<file path="config.mk">
export PLATFORM = sky130hd
export DESIGN_NAME = fht_io_sequencer
export DESIGN_NICKNAME = d
export VERILOG_FILES = /design/src/rtl/fht_io_sequencer_pkg.sv /design/src/rtl/fht_io_sequencer_out_fifo.sv /design/src/rtl/fht_io_sequencer.sv
export SDC_FILE = /design/constraint.sdc
export NUM_CORES = 1
export LEC_CHECK = 0
export CAP_MARGIN = 20
export CORE_MARGIN = 2
export CORE_UTILIZATION = 51
export CTS_BUF_LIST = sky130_fd_sc_hd__clkbuf_8 sky130_fd_sc_hd__clkbuf_16
export CTS_CLUSTER_SIZE = 40
export DETAILED_ROUTE_END_ITERATION = 10
export GPL_TIMING_DRIVEN = 0
export PLACE_DENSITY = 0.95
export RECOVER_POWER = 50
export SYNTH_ARGS = -nofsm -noshare
export SYNTH_HDL_FRONTEND = slang
export SYNTH_HIERARCHICAL = 1
export SYNTH_SLANG_ARGS = --single-unit
export TNS_END_PERCENT = 10
</file>
<file path="constraint.sdc">
create_clock -name iCLK -period 5.2 [get_ports iCLK]
set_clock_uncertainty 0.05 [all_clocks]
set_input_delay 1.04 -clock iCLK [delete_from_list [all_inputs] [get_ports iCLK]]
set_output_delay 1.04 -clock iCLK [all_outputs]
set_load 0.02 [all_outputs]
</file>
<file path="src/rtl/fht_io_sequencer_pkg.sv">
// Shared definitions for the FHT frame sequencer.
//   DEF_*       default values for the sequencer parameters
//   state_e     sequencer FSM states (encodings are fixed: LOAD=0 .. UNLOAD=3)
//   bank_onehot one-hot write enable for a RAM bank number
package fht_io_sequencer_pkg;

  localparam int DEF_D_BIT  = 16;
  localparam int DEF_A_BIT  = 8;
  localparam int DEF_RD_LAT = 1;

  typedef enum logic [1:0] {
    ST_LOAD   = 2'd0,
    ST_START  = 2'd1,
    ST_WAIT   = 2'd2,
    ST_UNLOAD = 2'd3
  } state_e;

  function automatic logic [3:0] bank_onehot(input logic [1:0] bank);
    return 4'b0001 << bank;
  endfunction

endpackage

</file>
<file path="src/rtl/fht_io_sequencer_out_fifo.sv">
// Show-ahead output FIFO for result bins.
//   clk, rst_n           clock, asynchronous active-low reset
//   in_valid, in_data    write side; a write while full is discarded
//   out_valid, out_data  head of the queue (out_data is 0 while empty)
//   out_ready            head is consumed when out_valid & out_ready
//   count                current occupancy, 0..DEPTH
module fht_io_sequencer_out_fifo #(
  parameter int WIDTH = 17,
  parameter int DEPTH = 2
) (
  input  logic                         clk,
  input  logic                         rst_n,
  input  logic                         in_valid,
  input  logic [WIDTH-1:0]             in_data,
  output logic                         out_valid,
  output logic [WIDTH-1:0]             out_data,
  input  logic                         out_ready,
  output logic [$clog2(DEPTH+1)-1:0]   count
);

  localparam int PW = (DEPTH > 1) ? $clog2(DEPTH) : 1;
  localparam int CW = $clog2(DEPTH + 1);

  logic [PW-1:0]    wr_ptr_q, wr_ptr_d;
  logic [PW-1:0]    rd_ptr_q, rd_ptr_d;
  logic [CW-1:0]    cnt_q, cnt_d;
  logic [WIDTH-1:0] mem_q [DEPTH];
  logic [WIDTH-1:0] mem_d [DEPTH];
  logic             push;
  logic             pop;

  // Pointers wrap at DEPTH, which need not be a power of two.
  function automatic logic [PW-1:0] ptr_inc(input logic [PW-1:0] p);
    return (p == PW'(DEPTH - 1)) ? '0 : p + 1'b1;
  endfunction

  assign push      = in_valid && (cnt_q != CW'(DEPTH));
  assign out_valid = (cnt_q != '0);
  assign pop       = out_valid && out_ready;
  assign out_data  = out_valid ? mem_q[rd_ptr_q] : '0;
  assign count     = cnt_q;

  always_comb begin
    mem_d    = mem_q;
    wr_ptr_d = wr_ptr_q;
    rd_ptr_d = rd_ptr_q;
    cnt_d    = cnt_q;
    if (push) begin
      mem_d[wr_ptr_q] = in_data;
      wr_ptr_d        = ptr_inc(wr_ptr_q);
    end
    if (pop) begin
      rd_ptr_d = ptr_inc(rd_ptr_q);
    end
    case ({push, pop})
      2'b10:   cnt_d = cnt_q + 1'b1;
      2'b01:   cnt_d = cnt_q - 1'b1;
      default: cnt_d = cnt_q;
    endcase
  end

  always_ff @(posedge clk or negedge rst_n) begin
    if (!rst_n) begin
      wr_ptr_q <= '0;
      rd_ptr_q <= '0;
      cnt_q    <= '0;
    end else begin
      wr_ptr_q <= wr_ptr_d;
      rd_ptr_q <= rd_ptr_d;
      cnt_q    <= cnt_d;
    end
  end

  // Storage is not reset; out_data is masked while the FIFO is empty.
  always_ff @(posedge clk) begin
    mem_q <= mem_d;
  end

endmodule

</file>
<file path="src/rtl/fht_io_sequencer.sv">
// Frame sequencer in front of fht_top. Streams N = 4*2^A_BIT ADC samples into
// the four RAM banks, pulses start, waits for the done pulse, then streams the
// N result bins out in index order. Index n maps to bank n[A_BIT+1:A_BIT],
// address n[A_BIT-1:0] in both directions.
//   iCLK, iRESET                      clock, asynchronous active-low reset
//   iS_VALID, iS_DATA, oS_READY       sample input (valid/ready)
//   oFHT_DATA, oFHT_ADDR_WR, oFHT_WE  registered write port to fht_top
//   oFHT_START, iFHT_RDY              transform start pulse / done pulse
//   oFHT_ADDR_RD, iFHT_Q              shared read address / four bank outputs
//   oM_VALID, oM_DATA, oM_LAST, iM_READY  result bin output (valid/ready)
//   oBUSY                             high outside LOAD
//   oFRAME_CNT                        frames fully unloaded, wrapping
module fht_io_sequencer
  import fht_io_sequencer_pkg::*;
#(
  parameter int D_BIT  = DEF_D_BIT,
  parameter int A_BIT  = DEF_A_BIT,
  parameter int RD_LAT = DEF_RD_LAT
) (
  input  logic                    iCLK,
  input  logic                    iRESET,
  input  logic                    iS_VALID,
  input  logic [D_BIT-2:0]        iS_DATA,
  output logic                    oS_READY,
  output logic [D_BIT-2:0]        oFHT_DATA,
  output logic [A_BIT-1:0]        oFHT_ADDR_WR,
  output logic [3:0]              oFHT_WE,
  output logic                    oFHT_START,
  input  logic                    iFHT_RDY,
  output logic [A_BIT-1:0]        oFHT_ADDR_RD,
  input  logic [4*D_BIT-1:0]      iFHT_Q,
  output logic                    oM_VALID,
  output logic signed [D_BIT-1:0] oM_DATA,
  output logic                    oM_LAST,
  input  logic                    iM_READY,
  output logic                    oBUSY,
  output logic [15:0]             oFRAME_CNT
);

  localparam int N     = 4 * (2 ** A_BIT);
  localparam int IN_W  = A_BIT + 2;
  localparam int RD_W  = A_BIT + 3;
  localparam int DEPTH = RD_LAT + 1;
  localparam int CNT_W = $clog2(DEPTH + 1);

  state_e                  state_q, state_d;
  logic [IN_W-1:0]         in_cnt_q, in_cnt_d;
  logic [D_BIT-2:0]        wdata_q, wdata_d;
  logic [A_BIT-1:0]        waddr_q, waddr_d;
  logic [3:0]              we_q, we_d;
  logic                    start_q, start_d;
  logic [RD_W-1:0]         rd_cnt_q, rd_cnt_d;
  logic [15:0]             frame_q, frame_d;
  logic [RD_LAT-1:0]       vld_pipe_q, vld_pipe_d;
  logic [RD_LAT-1:0]       last_pipe_q, last_pipe_d;
  logic [RD_LAT-1:0][1:0]  bank_pipe_q, bank_pipe_d;

  logic                    accept;
  logic                    issue;
  logic                    space;
  logic                    pop;
  logic [CNT_W-1:0]        inflight;
  logic [CNT_W-1:0]        fifo_cnt;
  logic [CNT_W:0]          occ;
  logic signed [D_BIT-1:0] resp_data;
  logic                    fifo_valid;
  logic [D_BIT:0]          fifo_head;

  assign accept = iS_VALID && (state_q == ST_LOAD);
  assign pop    = fifo_valid && iM_READY;

  // Credit check: entries that will still occupy the FIFO plus reads already
  // issued must stay within DEPTH, so a returning read always finds room.
  // Counting this cycle's pop keeps a 1 bin/cycle stream going.
  always_comb begin
    inflight = '0;
    for (int i = 0; i < RD_LAT; i++) begin
      inflight = inflight + CNT_W'(vld_pipe_q[i]);
    end
    occ   = {1'b0, fifo_cnt} + {1'b0, inflight} - (CNT_W + 1)'(pop);
    space = (occ < (CNT_W + 1)'(DEPTH));
  end

  // The first read (address 0) goes out in the same cycle the done pulse is
  // seen: the read address already rests at 0 in WAIT, which is what makes
  // the first bin appear RD_LAT+1 cycles after the done pulse.
  assign issue = space &&
                 (((state_q == ST_WAIT) && iFHT_RDY) ||
                  ((state_q == ST_UNLOAD) && (rd_cnt_q < RD_W'(N))));

  always_comb begin
    state_d  = state_q;
    in_cnt_d = in_cnt_q;
    wdata_d  = wdata_q;
    waddr_d  = waddr_q;
    we_d     = '0;
    start_d  = 1'b0;
    rd_cnt_d = rd_cnt_q;
    frame_d  = frame_q;
    if (issue) begin
      rd_cnt_d = rd_cnt_q + 1'b1;
    end
    case (state_q)
      ST_LOAD: begin
        if (accept) begin
          wdata_d  = iS_DATA;
          waddr_d  = in_cnt_q[A_BIT-1:0];
          we_d     = bank_onehot(in_cnt_q[A_BIT+1:A_BIT]);
          in_cnt_d = in_cnt_q + 1'b1;
          if (in_cnt_q == IN_W'(N - 1)) begin
            state_d = ST_START;
          end
        end
      end
      // One cycle here lets the last write land before start is raised.
      ST_START: begin
        start_d = 1'b1;
        state_d = ST_WAIT;
      end
      ST_WAIT: begin
        if (iFHT_RDY) begin
          state_d = ST_UNLOAD;
        end
      end
      ST_UNLOAD: begin
        if (pop && fifo_head[D_BIT]) begin
          state_d  = ST_LOAD;
          frame_d  = frame_q + 1'b1;
          rd_cnt_d = '0;
        end
      end
      default: state_d = ST_LOAD;
    endcase
  end

  // Read pipe: bank select and last flag travel with each read for RD_LAT cycles.
  always_comb begin
    vld_pipe_d     = vld_pipe_q;
    last_pipe_d    = last_pipe_q;
    bank_pipe_d    = bank_pipe_q;
    vld_pipe_d[0]  = issue;
    last_pipe_d[0] = issue && (rd_cnt_q == RD_W'(N - 1));
    bank_pipe_d[0] = rd_cnt_q[A_BIT+1:A_BIT];
    for (int i = 1; i < RD_LAT; i++) begin
      vld_pipe_d[i]  = vld_pipe_q[i-1];
      last_pipe_d[i] = last_pipe_q[i-1];
      bank_pipe_d[i] = bank_pipe_q[i-1];
    end
  end

  always_ff @(posedge iCLK or negedge iRESET) begin
    if (!iRESET) begin
      state_q     <= ST_LOAD;
      in_cnt_q    <= '0;
      wdata_q     <= '0;
      waddr_q     <= '0;
      we_q        <= '0;
      start_q     <= 1'b0;
      rd_cnt_q    <= '0;
      frame_q     <= '0;
      vld_pipe_q  <= '0;
      last_pipe_q <= '0;
      bank_pipe_q <= '0;
    end else begin
      state_q     <= state_d;
      in_cnt_q    <= in_cnt_d;
      wdata_q     <= wdata_d;
      waddr_q     <= waddr_d;
      we_q        <= we_d;
      start_q     <= start_d;
      rd_cnt_q    <= rd_cnt_d;
      frame_q     <= frame_d;
      vld_pipe_q  <= vld_pipe_d;
      last_pipe_q <= last_pipe_d;
      bank_pipe_q <= bank_pipe_d;
    end
  end

  // Read response stage: pick the bank that was addressed RD_LAT cycles ago.
  always_comb begin
    case (bank_pipe_q[RD_LAT-1])
      2'd1:    resp_data = iFHT_Q[2*D_BIT-1:D_BIT];
      2'd2:    resp_data = iFHT_Q[3*D_BIT-1:2*D_BIT];
      2'd3:    resp_data = iFHT_Q[4*D_BIT-1:3*D_BIT];
      default: resp_data = iFHT_Q[D_BIT-1:0];
    endcase
  end

  fht_io_sequencer_out_fifo #(
    .WIDTH (D_BIT + 1),
    .DEPTH (DEPTH)
  ) u_out_fifo (
    .clk       (iCLK),
    .rst_n     (iRESET),
    .in_valid  (vld_pipe_q[RD_LAT-1]),
    .in_data   ({last_pipe_q[RD_LAT-1], resp_data}),
    .out_valid (fifo_valid),
    .out_data  (fifo_head),
    .out_ready (iM_READY),
    .count     (fifo_cnt)
  );

  assign oS_READY     = (state_q == ST_LOAD);
  assign oBUSY        = (state_q != ST_LOAD);
  assign oFHT_DATA    = wdata_q;
  assign oFHT_ADDR_WR = waddr_q;
  assign oFHT_WE      = we_q;
  assign oFHT_START   = start_q;
  assign oFHT_ADDR_RD = (state_q == ST_UNLOAD) ? rd_cnt_q[A_BIT-1:0] : '0;
  assign oM_VALID     = fifo_valid;
  assign oM_DATA      = fifo_head[D_BIT-1:0];
  assign oM_LAST      = fifo_head[D_BIT];
  assign oFRAME_CNT   = frame_q;

endmodule
</file>
Word level (Yosys, flattened, before mapping)
Index checks and enable logic that the tools add are counted.

Register bits after elaboration: 109. Bits of input ports: 84. Logic and storage cells: 88.

Add/sub/neg operators: 9. Magnitude comparators: 5. Eq/ne operators: 15. Shift operators: 1. Mux-type cells: 23. Bitwise gates (word level): 2. Reductions and logical operators: 17.

Operators with widths (number): $mux 17 (5); $pmux 16 s3 (1); $bwmux 34 (1); $mux 11 (3); $demux 17 s1 (1); $add 16x1->16 const B (1); $add 11x1->11 const B (1); $eq 11x10->1 const B (1); $lt 11x11->1 const B (1); $add 10x1->10 const B (1); $eq 10x10->1 const B (1); $eq 2x2->1 const B (5); $logic_and 1x1->1 (9); $mux 2 (4); $mux 4 (2); $mux 8 (1); $pmux 2 s4 (1); $eq 2x1->1 const B (3); $ne 2x1->1 const B (3); $reduce_bool 2->1 (3); $ge 2x2->1 const B (2); $ne 2x2->1 const B (2); $not 1->2 (2); $pmux 2 s2 (1); other kinds (13) (17).

Depth between registers and ports, before layout
Gate-level depths: netlist of run 1.

Word-level depth: 8. Depth in mapped cells: 13.

Hierarchy
Netlist of run 1, hierarchy kept.

By module, submodules not included: fht_io_sequencer (instances 1, cells an instance 282, area each 3549.7 sq um, sequential area each 1776.7 sq um); fht_io_sequencer_out_fifo (instances 1, cells an instance 90, area each 1486.4 sq um, sequential area each 1121.1 sq um).

Worst setup path after synthesis of run 1
OpenSTA, ideal clock, no wires.

Path kind: in2reg. From: input port iM_READY. To: register rd_cnt_q[10]. Arrival: 2.928 ns. Required time: 5.031 ns. Slack: 2.103 ns. Stages: 9. Cells stage by stage: and2_1 -> ha_1 -> nand2b_1 -> fa_1 -> xnor2_2 -> o211ai_2 -> buf_2 -> o31a_1 -> o21a_1.

Cells in the longest elaborated chain, start to end: 7. Elaborated cells between the ends (all ways): 8. Those cells by class: 1 x add/sub; 1 x order compare; 3 x mux; 3 x reduce/logical.

Ends and longest elaborated chain: start: declaration (RTL line fht_io_sequencer.sv:35) `input logic iM_READY,`; $logic_and 1x1->1 * (RTL line fht_io_sequencer.sv:70) `assign pop = fifo_valid && iM_READY;`; $sub 3x1->3 (RTL line fht_io_sequencer.sv:80) `occ = {1'b0, fifo_cnt} + {1'b0, inflight} - (CNT_W + 1)'(pop);`; $lt 3x2->1 (RTL line fht_io_sequencer.sv:81) `space = (occ < (CNT_W + 1)'(DEPTH));`; $logic_and 1x1->1 (RTL line fht_io_sequencer.sv:87) `assign issue = space &&`; $mux 11 (RTL line fht_io_sequencer.sv:100) `if (issue) begin`; $mux 11 (RTL line fht_io_sequencer.sv:126) `if (pop && fifo_head[D_BIT]) begin`; $mux 11 * (RTL line fht_io_sequencer.sv:103) `case (state_q)`; named net rd_cnt_d[10] (RTL line fht_io_sequencer.sv:52) `logic [RD_W-1:0] rd_cnt_q, rd_cnt_d;`; end signal: assignment (RTL line fht_io_sequencer.sv:171) `rd_cnt_q <= rd_cnt_d;`; end: declaration (RTL line fht_io_sequencer.sv:52).

The timed path passes the listed nets; every way through them passes the cells marked *. A chain may end at the register's enable or synchronous reset.

Worst setup path in the final report of run 1
Ends and elaborated chain as after synthesis.

==> impl_metrics.yaml, run 1 <==
synth:
  ys_seq_area_frac: 0.5754
  synth_nets: 467
  synth_enable_flop_cells: 34
  synth_cells: 372
  synth_flop_cell: "sky130_fd_sc_hd__dfrtp_1"
  ys_seq_elements: 109
  syn-cell-area_sq_um: 5036
  synth-async-reset-ratio: 0.6881
  synth.top_cell.area_share: 0.3727
  synth_area_per_cell_sq_um: 13.54
  ys.warnings.count: 6
  netlist.top_cell.by_area: "sky130_fd_sc_hd__dfrtp_1"
  synth_cell_type_count: 47
  synthTopCellsByArea: "sky130_fd_sc_hd__dfrtp_1 (37%), sky130_fd_sc_hd__edfxtp_1 (20%), sky130_fd_sc_hd__mux4_2 (7.2%)"
timing:
  grt_setup_unrepaired: "false"
  hold_viol_final: 0
  tightestPinTransition_ps: 845.2
  tns_ps: 0
  fmax_mhz: 284.4
  final_min_period_over_clock_period: 0.6763
  max-slew-margin-rel: 0.4345
  timing_max_transition_violations_final: 0
  setup_violations: 0
  finalWorstPathRequiredPeriod_ps: 3517
cts:
  post_cts_hold_buffer_count: 0
  number_of_sinks_on_the_clock_net: 109
  cts.root.buffer_cell: "sky130_fd_sc_hd__clkbuf_8"
  postCtsSetupBuffers: 0
  ctsHtreeMaxLevel: 3
  post_cts.resized_instances: 0
  cts_buffer_depth: 2
  clk_latency_ps: 360
  path_clk_slew_ps: 100
  tritoncts: "yes"
  cts_buffer_count: 9
critical_path:
  crit_reg_reg_endpoint: "rd_cnt_q[10]"
  worst_setup_path_class: "input pin to register"
  worstPathRequired_ps: 5410
  reg2reg_setup_slack_ps: 1760
  crit_end: "rd_cnt_q[10]"
  cp-start-kind: "input pin"
  crit_arrival_ps: 3720
  number_of_cell_instances_on_the_worst_register_to_register_path: 12
  critical_path.max_fanout: 10
  setup.worst_path.end_class: "register"
  worstSetupStartpoint: "iM_READY"
  critical_path.reg2reg.startpoint: "u_out_fifo/count[1]"
cells_and_area:
  layoutNonFillerInstCount: 679
  area_delta_synth_final_pct: 38.16
  layout.nets: 636
  antennaDiodeCount: 0
  post_route_cells_drive_above_1_share: 0.1392
  fin_util: 0.7185
routing:
  finalWirelength_um: 11700
  num_vias: 3577
  detailedRoute.firstIterationViolations: 148
  drt-pass1-iter-count: 4
  detail-route-antenna-nets: 0
  drt-wirelength-per-cell_um: 17.23
  number_of_design_rule_violations_left_after_detail_routing: 0
  routed_via_density: 5.268
die:
  core_rows: 36
  design.portCount: 156
  placeable_core_region_sq_um: 9684
  die_height_um: 103.4
  start_util: 0.5200
  die_w_um: 103.4
  die_area_sq_um: 10690
global_route:
  largest_net_degree_at_the_start_of_global_routing: 71
  via_count_of_the_first_global_routing_pass: 3705
  global_route_wire_length_before_repair_um: 18370
  antenna_found_initial: 0
  gr-usage-all-layers: 0.2286
  globalRouteOverflowTotal: 0
placed_design:
  place.detailed.hpwl_um: 8748
  globalplace.congestion: 0.8322
  buffer_ports.inserted: 155
  dp_cells: 663
run:
  drv_cap: 0
power_and_ir_drop:
  power.ir.vdd_worst_v: 0.0002817
  static_leakage_power_nw: 2.861
  areal_power_density_over_the_cells_nw_per_um2: 425.0
status:
  run_status: "finished clean"
hold_path:
  hold_path_class: "register to register"
-- critical path, stage by stage --
cell                            delay, ps
sky130_fd_sc_hd__dlygate4sd3_1        590
sky130_fd_sc_hd__and2_1               190
sky130_fd_sc_hd__ha_1                 270
sky130_fd_sc_hd__nand2b_1             160
sky130_fd_sc_hd__fa_1                 410
sky130_fd_sc_hd__xnor2_2              220
sky130_fd_sc_hd__o211ai_2             170
sky130_fd_sc_hd__buf_2                210
sky130_fd_sc_hd__o31a_1               300
sky130_fd_sc_hd__o21a_1               170
-- stage by stage --
stage / power, mW / instance area [sq um] / hold slack [ps] / setup WS, ps
CTS: 2.993 / 6979 / 385.3 / 1757
global route: 3.125 / 6958 / 408.2 / 1618
detailed placement: 2.526 / 6802 / 362.9 / 1432
global placement: 2.457 / 6754 / 358.9 / 580.9
finish: 2.957 / 6958 / 386.1 / 1683
floorplan: 1.933 / 5036 / 337.7 / 2103
-- how the worst min path moves through the flow --
stage                startpoint              to  cells after the start
global route        rd_cnt_q[9]  bank_pipe_q[1]                      0
finish              rd_cnt_q[9]  bank_pipe_q[1]                      0
CTS                 rd_cnt_q[9]  bank_pipe_q[1]                      0
floorplan           rd_cnt_q[9]  bank_pipe_q[1]                      0
global placement    rd_cnt_q[9]  bank_pipe_q[1]                      0
detailed placement  rd_cnt_q[9]  bank_pipe_q[1]                      0
-- kinds of logic (layout without fill, tap and decap cells) --
family	count (synthesis)	in the layout	share of synthesized area
AO/OA/AOI/OAI	21	21	0.02832
XOR/XNOR	32	32	0.05714
adder cells (fa/ha/maj)	11	11	0.02882
buffers and inverters	28	202	0.02559
flip-flops	109	109	0.5754
multiplexers	58	58	0.1610
AND/OR/NAND/NOR	113	113	0.1237
-- cells in the final DEF (no fill, tap or decap), types with 12 or more instances in the layout --
master	n
sky130_fd_sc_hd__nand2_1	20
sky130_fd_sc_hd__mux2_2	23
sky130_fd_sc_hd__xor2_1	12
sky130_fd_sc_hd__dfrtp_1	75
sky130_fd_sc_hd__nor2_1	28
sky130_fd_sc_hd__xnor2_1	19
sky130_fd_sc_hd__edfxtp_1	34
sky130_fd_sc_hd__clkdlybuf4s50_1	146
sky130_fd_sc_hd__mux2i_1	18
sky130_fd_sc_hd__and2_1	12
sky130_fd_sc_hd__inv_1	15
sky130_fd_sc_hd__mux4_2	16
sky130_fd_sc_hd__nand3_1	13
-- state kept, by name, indices dropped and copies added (netlist names), 2 cells and up --
| name | count |
|---|---|
| oFHT_DATA | 15 |
| in_cnt_q | 10 |
| oFHT_WE | 4 |
| bank_pipe_q | 2 |
| rd_cnt_q | 11 |
| state_q | 2 |
| oFRAME_CNT | 16 |
| oFHT_ADDR_WR | 8 |
| u_out_fifo/mem_q | 34 |
| u_out_fifo/count | 2 |
-- area by class of cell --
| type | instances | area, sq um |
|---|---|---|
| Multi-Input combinational cell | 235 | 2003 |
| Clock inverter | 6 | 40.04 |
| Fill cell | 644 | 2726 |
| Buffer | 14 | 72.57 |
| Timing Repair Buffer | 158 | 1588 |
| Inverter | 14 | 52.55 |
| Sequential cell | 109 | 2898 |
| Tap cell | 133 | 166.4 |
| Clock buffer | 10 | 137.6 |
-- where the power goes --
group | leakage, nW | total (mW) | internal (mW) | switching, mW
clock | 0.0915 | 0.457 | 0.187 | 0.270
sequential | 1.27 | 1.18 | 1.06 | 0.128
combinational | 1.50 | 1.32 | 0.646 | 0.670
total | 2.86 | 2.96 | 1.89 | 1.07
-- Yosys cell counts (5+ instances only) --
library cell / number
sky130_fd_sc_hd__ha_1: 10
sky130_fd_sc_hd__nand3_1: 13
sky130_fd_sc_hd__nand2_1: 20
sky130_fd_sc_hd__mux2i_1: 18
sky130_fd_sc_hd__a21oi_1: 7
sky130_fd_sc_hd__nor3_1: 9
sky130_fd_sc_hd__and2_1: 12
sky130_fd_sc_hd__inv_1: 13
sky130_fd_sc_hd__and3_1: 5
sky130_fd_sc_hd__nor2_1: 28
sky130_fd_sc_hd__xor2_1: 12
sky130_fd_sc_hd__dfrtp_1: 75
sky130_fd_sc_hd__mux4_2: 16
sky130_fd_sc_hd__buf_2: 7
sky130_fd_sc_hd__mux2_2: 23
sky130_fd_sc_hd__or3_1: 5
sky130_fd_sc_hd__edfxtp_1: 34
sky130_fd_sc_hd__xnor2_1: 19
-- per-layer routing --
layer	track usage	share of wire	vias up
met5	0	0	-
met4	0.09818	0.031	0
met3	0.05376	0.047	21
met2	0.4065	0.54	95
met1	0.2639	0.38	1793
li1	-	-	1668
Power figures use the tool's default switching activity.
==> inputs of run 2 (changes only) <==
--- a/config.mk
+++ b/config.mk
@@ -7,12 +7,12 @@
 export LEC_CHECK = 0
 export CAP_MARGIN = 20
 export CORE_MARGIN = 2
-export CORE_UTILIZATION = 51
+export CORE_UTILIZATION = 42
 export CTS_BUF_LIST = sky130_fd_sc_hd__clkbuf_8 sky130_fd_sc_hd__clkbuf_16
 export CTS_CLUSTER_SIZE = 40
 export DETAILED_ROUTE_END_ITERATION = 10
 export GPL_TIMING_DRIVEN = 0
-export PLACE_DENSITY = 0.95
+export PLACE_DENSITY = 0.87
 export RECOVER_POWER = 50
 export SYNTH_ARGS = -nofsm -noshare
 export SYNTH_HDL_FRONTEND = slang
==> constraint.sdc (replaced) <==
create_clock -name iCLK -period 3.2 [get_ports iCLK]
set_clock_uncertainty 0.05 [all_clocks]
set_input_delay 0.64 -clock iCLK [delete_from_list [all_inputs] [get_ports iCLK]]
set_output_delay 0.64 -clock iCLK [all_outputs]
set_load 0.02 [all_outputs]
==> run 2 against run 1 <==
Compared with the run above:
- the run now ends with max-capacitance violations, max-slew violations left
- flip-flop and latch count unchanged
- sequential power rose by 64%
- clock-buffer cell count decreased by 1
- worst setup slack got worse by 1500 ps
- combinational power rose by 62%
- register-to-register slack lost 1600 ps
- power is 73% higher
- first-iteration DRC count is 7.4% lower
- critical endpoint is now rd_cnt_q[7]
- largest cell class unchanged
==> impl_metrics.yaml, run 2 (synthesis gave the netlist of run 1 again) <==
power_and_ir_drop:
  power.ir.vdd_worst_v: 0.0004560
  clkPwrFrac: 0.203
  power.share.switching: 0.3492
  cellInternalPower_mw: 3.322
  areal_power_density_over_the_cells_nw_per_um2: 720.8
  power.share.combinational: 0.418
  power.net_switching_mw: 1.782
  seq_power_share: 0.378
  static_leakage_power_nw: 2.893
placed_design:
  place.detailed.hpwl_um: 8746
  buffer_ports.inserted: 155
  postPlaceCellArea_sq_um: 6807
  globalplace.congestion: 0.7481
die:
  start_util: 0.4355
  placeable_core_region_sq_um: 11560
  die_height_um: 113.5
  design.portCount: 156
  core_rows: 39
  die_area_sq_um: 12880
  die_w_um: 113.5
cts:
  number_of_sinks_on_the_clock_net: 109
  tritoncts: "yes"
  cts.root.buffer_cell: "sky130_fd_sc_hd__clkbuf_16"
  clk_latency_ps: 340
  post_cts_hold_buffer_count: 0
  ctsHtreeMaxLevel: 3
  path_clk_slew_ps: 70
  cts_buffer_depth: 2
  cts_buffer_count: 9
routing:
  detail-route-antenna-nets: 0
  finalWirelength_um: 11400
  drt-pass1-iter-count: 4
  drt-wirelength-per-cell_um: 16.50
  detailedRoute.firstIterationViolations: 137
  routed_via_density: 5.166
  num_vias: 3570
  number_of_design_rule_violations_left_after_detail_routing: 0
cells_and_area:
  highest_count_cells_in_the_layout_ignoring_fill_and_taps: "sky130_fd_sc_hd__clkdlybuf4s50_1 (147), sky130_fd_sc_hd__dfrtp_1 (73), sky130_fd_sc_hd__edfxtp_1 (34), sky130_fd_sc_hd__nor2_1 (28), sky130_fd_sc_hd__mux2_2 (23)"
  layout.nets: 638
  ff_latch_area_sq_um: 2900
  final_cell_area_sq_um: 7081
  top_register: "u_out_fifo/mem_q"
  post_route_cells_drive_above_1_share: 0.1442
  area_delta_synth_final_pct: 40.60
  largest_register_ffs: 34
  antennaDiodeCount: 0
  multi_input_area_sq_um: 2003
  final.fill_count: 873
  mostFrequentLayoutCell: "sky130_fd_sc_hd__clkdlybuf4s50_1"
timing:
  finalWorstPathRequiredPeriod_ps: 3028
  max-slew-margin-rel: -0.3902
  fmax_mhz: 330.2
  timing.hold.ws_ps: 402.9
  final_min_period_over_clock_period: 0.9463
  hold_viol_final: 0
  tns_ps: 0
  setup_violations: 0
  timing_max_transition_violations_final: 38
  grt_setup_unrepaired: "false"
  tightestPinTransition_ps: 2085
global_route:
  global_route_wire_length_before_repair_um: 18910
  antenna_found_initial: 0
  gr-usage-all-layers: 0.1838
  largest_net_degree_at_the_start_of_global_routing: 39
  globalRouteOverflowTotal: 0
  via_count_of_the_first_global_routing_pass: 3953
critical_path:
  worstPathRequired_ps: 3430
  worst_path_bufs_invs: 2
  worst_path_largest_cell_delay_ps: 530
  worstSetupStartpoint: "u_out_fifo/count[0]"
  critical-path-slowest-cell: "sky130_fd_sc_hd__or4_1"
  crit_arrival_ps: 3260
  critical_path.max_fanout: 10
  critical_path.cell_chain: "nor2_4, buf_4, inv_2, and2_1, ha_1, nand2b_1, fa_1, and3_1, o2111ai_2, or4_1, nand2_1"
  worst_setup_path_class: "register to register"
  critical_path.reg2reg.startpoint: "u_out_fifo/count[0]"
  setup.worst_path.end_class: "register"
  timing.critical_path.max_delay_family: "simple AND/OR/NAND/NOR gates"
  cp-start-kind: "register"
status:
  violations: "max-capacitance violations, max-slew violations"
  run_status: "complete, but fails checks"
run:
  drv_cap: 1
hold_path:
  hold_path_class: "register to register"
  holdCritStartpoint: "rd_cnt_q[9]"
## run 2: cell types whose count changed in the layout (fill, tap and decap cells not counted), moves of 2 or more
cell | before | now
sky130_fd_sc_hd__clkbuf_8 | 10 | 0
sky130_fd_sc_hd__clkbuf_16 | 0 | 9
sky130_fd_sc_hd__buf_2 | 7 | 4
sky130_fd_sc_hd__clkbuf_1 | 7 | 10
sky130_fd_sc_hd__buf_4 | 1 | 3
sky130_fd_sc_hd__clkinvlp_2 | 0 | 2
sky130_fd_sc_hd__dfrtp_1 | 75 | 73
sky130_fd_sc_hd__dfrtp_2 | 0 | 2
sky130_fd_sc_hd__inv_1 | 15 | 13
## run 2: final cells by class
cell class | instances | area share
clock buffer | 9 | 0.03181
sequential | 109 | 0.4096
clock inverter | 7 | 0.008482
inverter | 14 | 0.007422
buffer | 14 | 0.01025
tap | 143 | 0.02527
timing repair buffer | 160 | 0.2242
multi-input combinational | 235 | 0.2829
## run 2: through the flow
stage                 util  std cells  setup slack [ps]  power [mW]
floorplan                -        372             120.3       3.141
global placement    0.5851        670             -1076       4.008
detailed placement  0.5886        673            -128.1       4.091
CTS                 0.6139        690             59.99       5.157
global route        0.6122        691             3.952       5.398
finish              0.6122        691             171.8       5.104
## run 2: worst paths after layout
kind	end	slack [ps]	cells after the start
max	rd_cnt_q[7]	170	11
min	bank_pipe_q[1]	400	0
max reg2reg	rd_cnt_q[7]	170	11
min reg2reg	bank_pipe_q[1]	400	0
max in group asynchronous	u_out_fifo/count[1]	910	1
min in group asynchronous	oFHT_DATA[2]	840	1
## run 2: power groups by stage
| stage | Clock (mW) | Combinational [mW] | Sequential, mW |
|---|---|---|---|
| floorplan | 0 | 1.04 | 2.10 |
| global placement | 0 | 2.07 | 1.94 |
| detailed placement | 0 | 2.13 | 1.96 |
| CTS | 1.06 | 2.16 | 1.93 |
| global route | 1.11 | 2.31 | 1.97 |
| finish | 1.04 | 2.14 | 1.93 |
## run 2: repair_timing
| action | CTS | global route |
|---|---|---|
| setup endpoints to repair | 7 | 7 |
| cloned | 0 | 0 |
| setup buffers | 1 | 1 |
| resized for setup | 0 | 5 |
| pin swaps | 1 | 2 |
## run 2: per-layer routing
layer | GRT usage | up-vias | part of all wire
met5 | 0 | - | 0
met2 | 0.3313 | 132 | 0.51
li1 | - | 1676 | -
met3 | 0.05579 | 12 | 0.079
met1 | 0.2124 | 1750 | 0.40
met4 | 0.05203 | 0 | 0.011
## run 2: worst register-to-register path: stages (launching register included)
cell and delay, ps:
sky130_fd_sc_hd__dfrtp_2 460, sky130_fd_sc_hd__nor2_4 130, sky130_fd_sc_hd__buf_4 180, sky130_fd_sc_hd__inv_2 60, sky130_fd_sc_hd__and2_1 180, sky130_fd_sc_hd__ha_1 260, sky130_fd_sc_hd__nand2b_1 160, sky130_fd_sc_hd__fa_1 520
sky130_fd_sc_hd__and3_1 180, sky130_fd_sc_hd__o2111ai_2 190, sky130_fd_sc_hd__or4_1 530, sky130_fd_sc_hd__nand2_1 80
==> inputs of run 3 (changes only) <==
--- a/config.mk
+++ b/config.mk
@@ -12,6 +12,7 @@
 export CTS_CLUSTER_SIZE = 40
 export DETAILED_ROUTE_END_ITERATION = 10
 export GPL_TIMING_DRIVEN = 0
+export HOLD_SLACK_MARGIN = 0.1
 export PLACE_DENSITY = 0.87
 export RECOVER_POWER = 50
 export SYNTH_ARGS = -nofsm -noshare
==> results of run 3 <==
No change in the layout: final DEF, timing and power equal those of run 2.
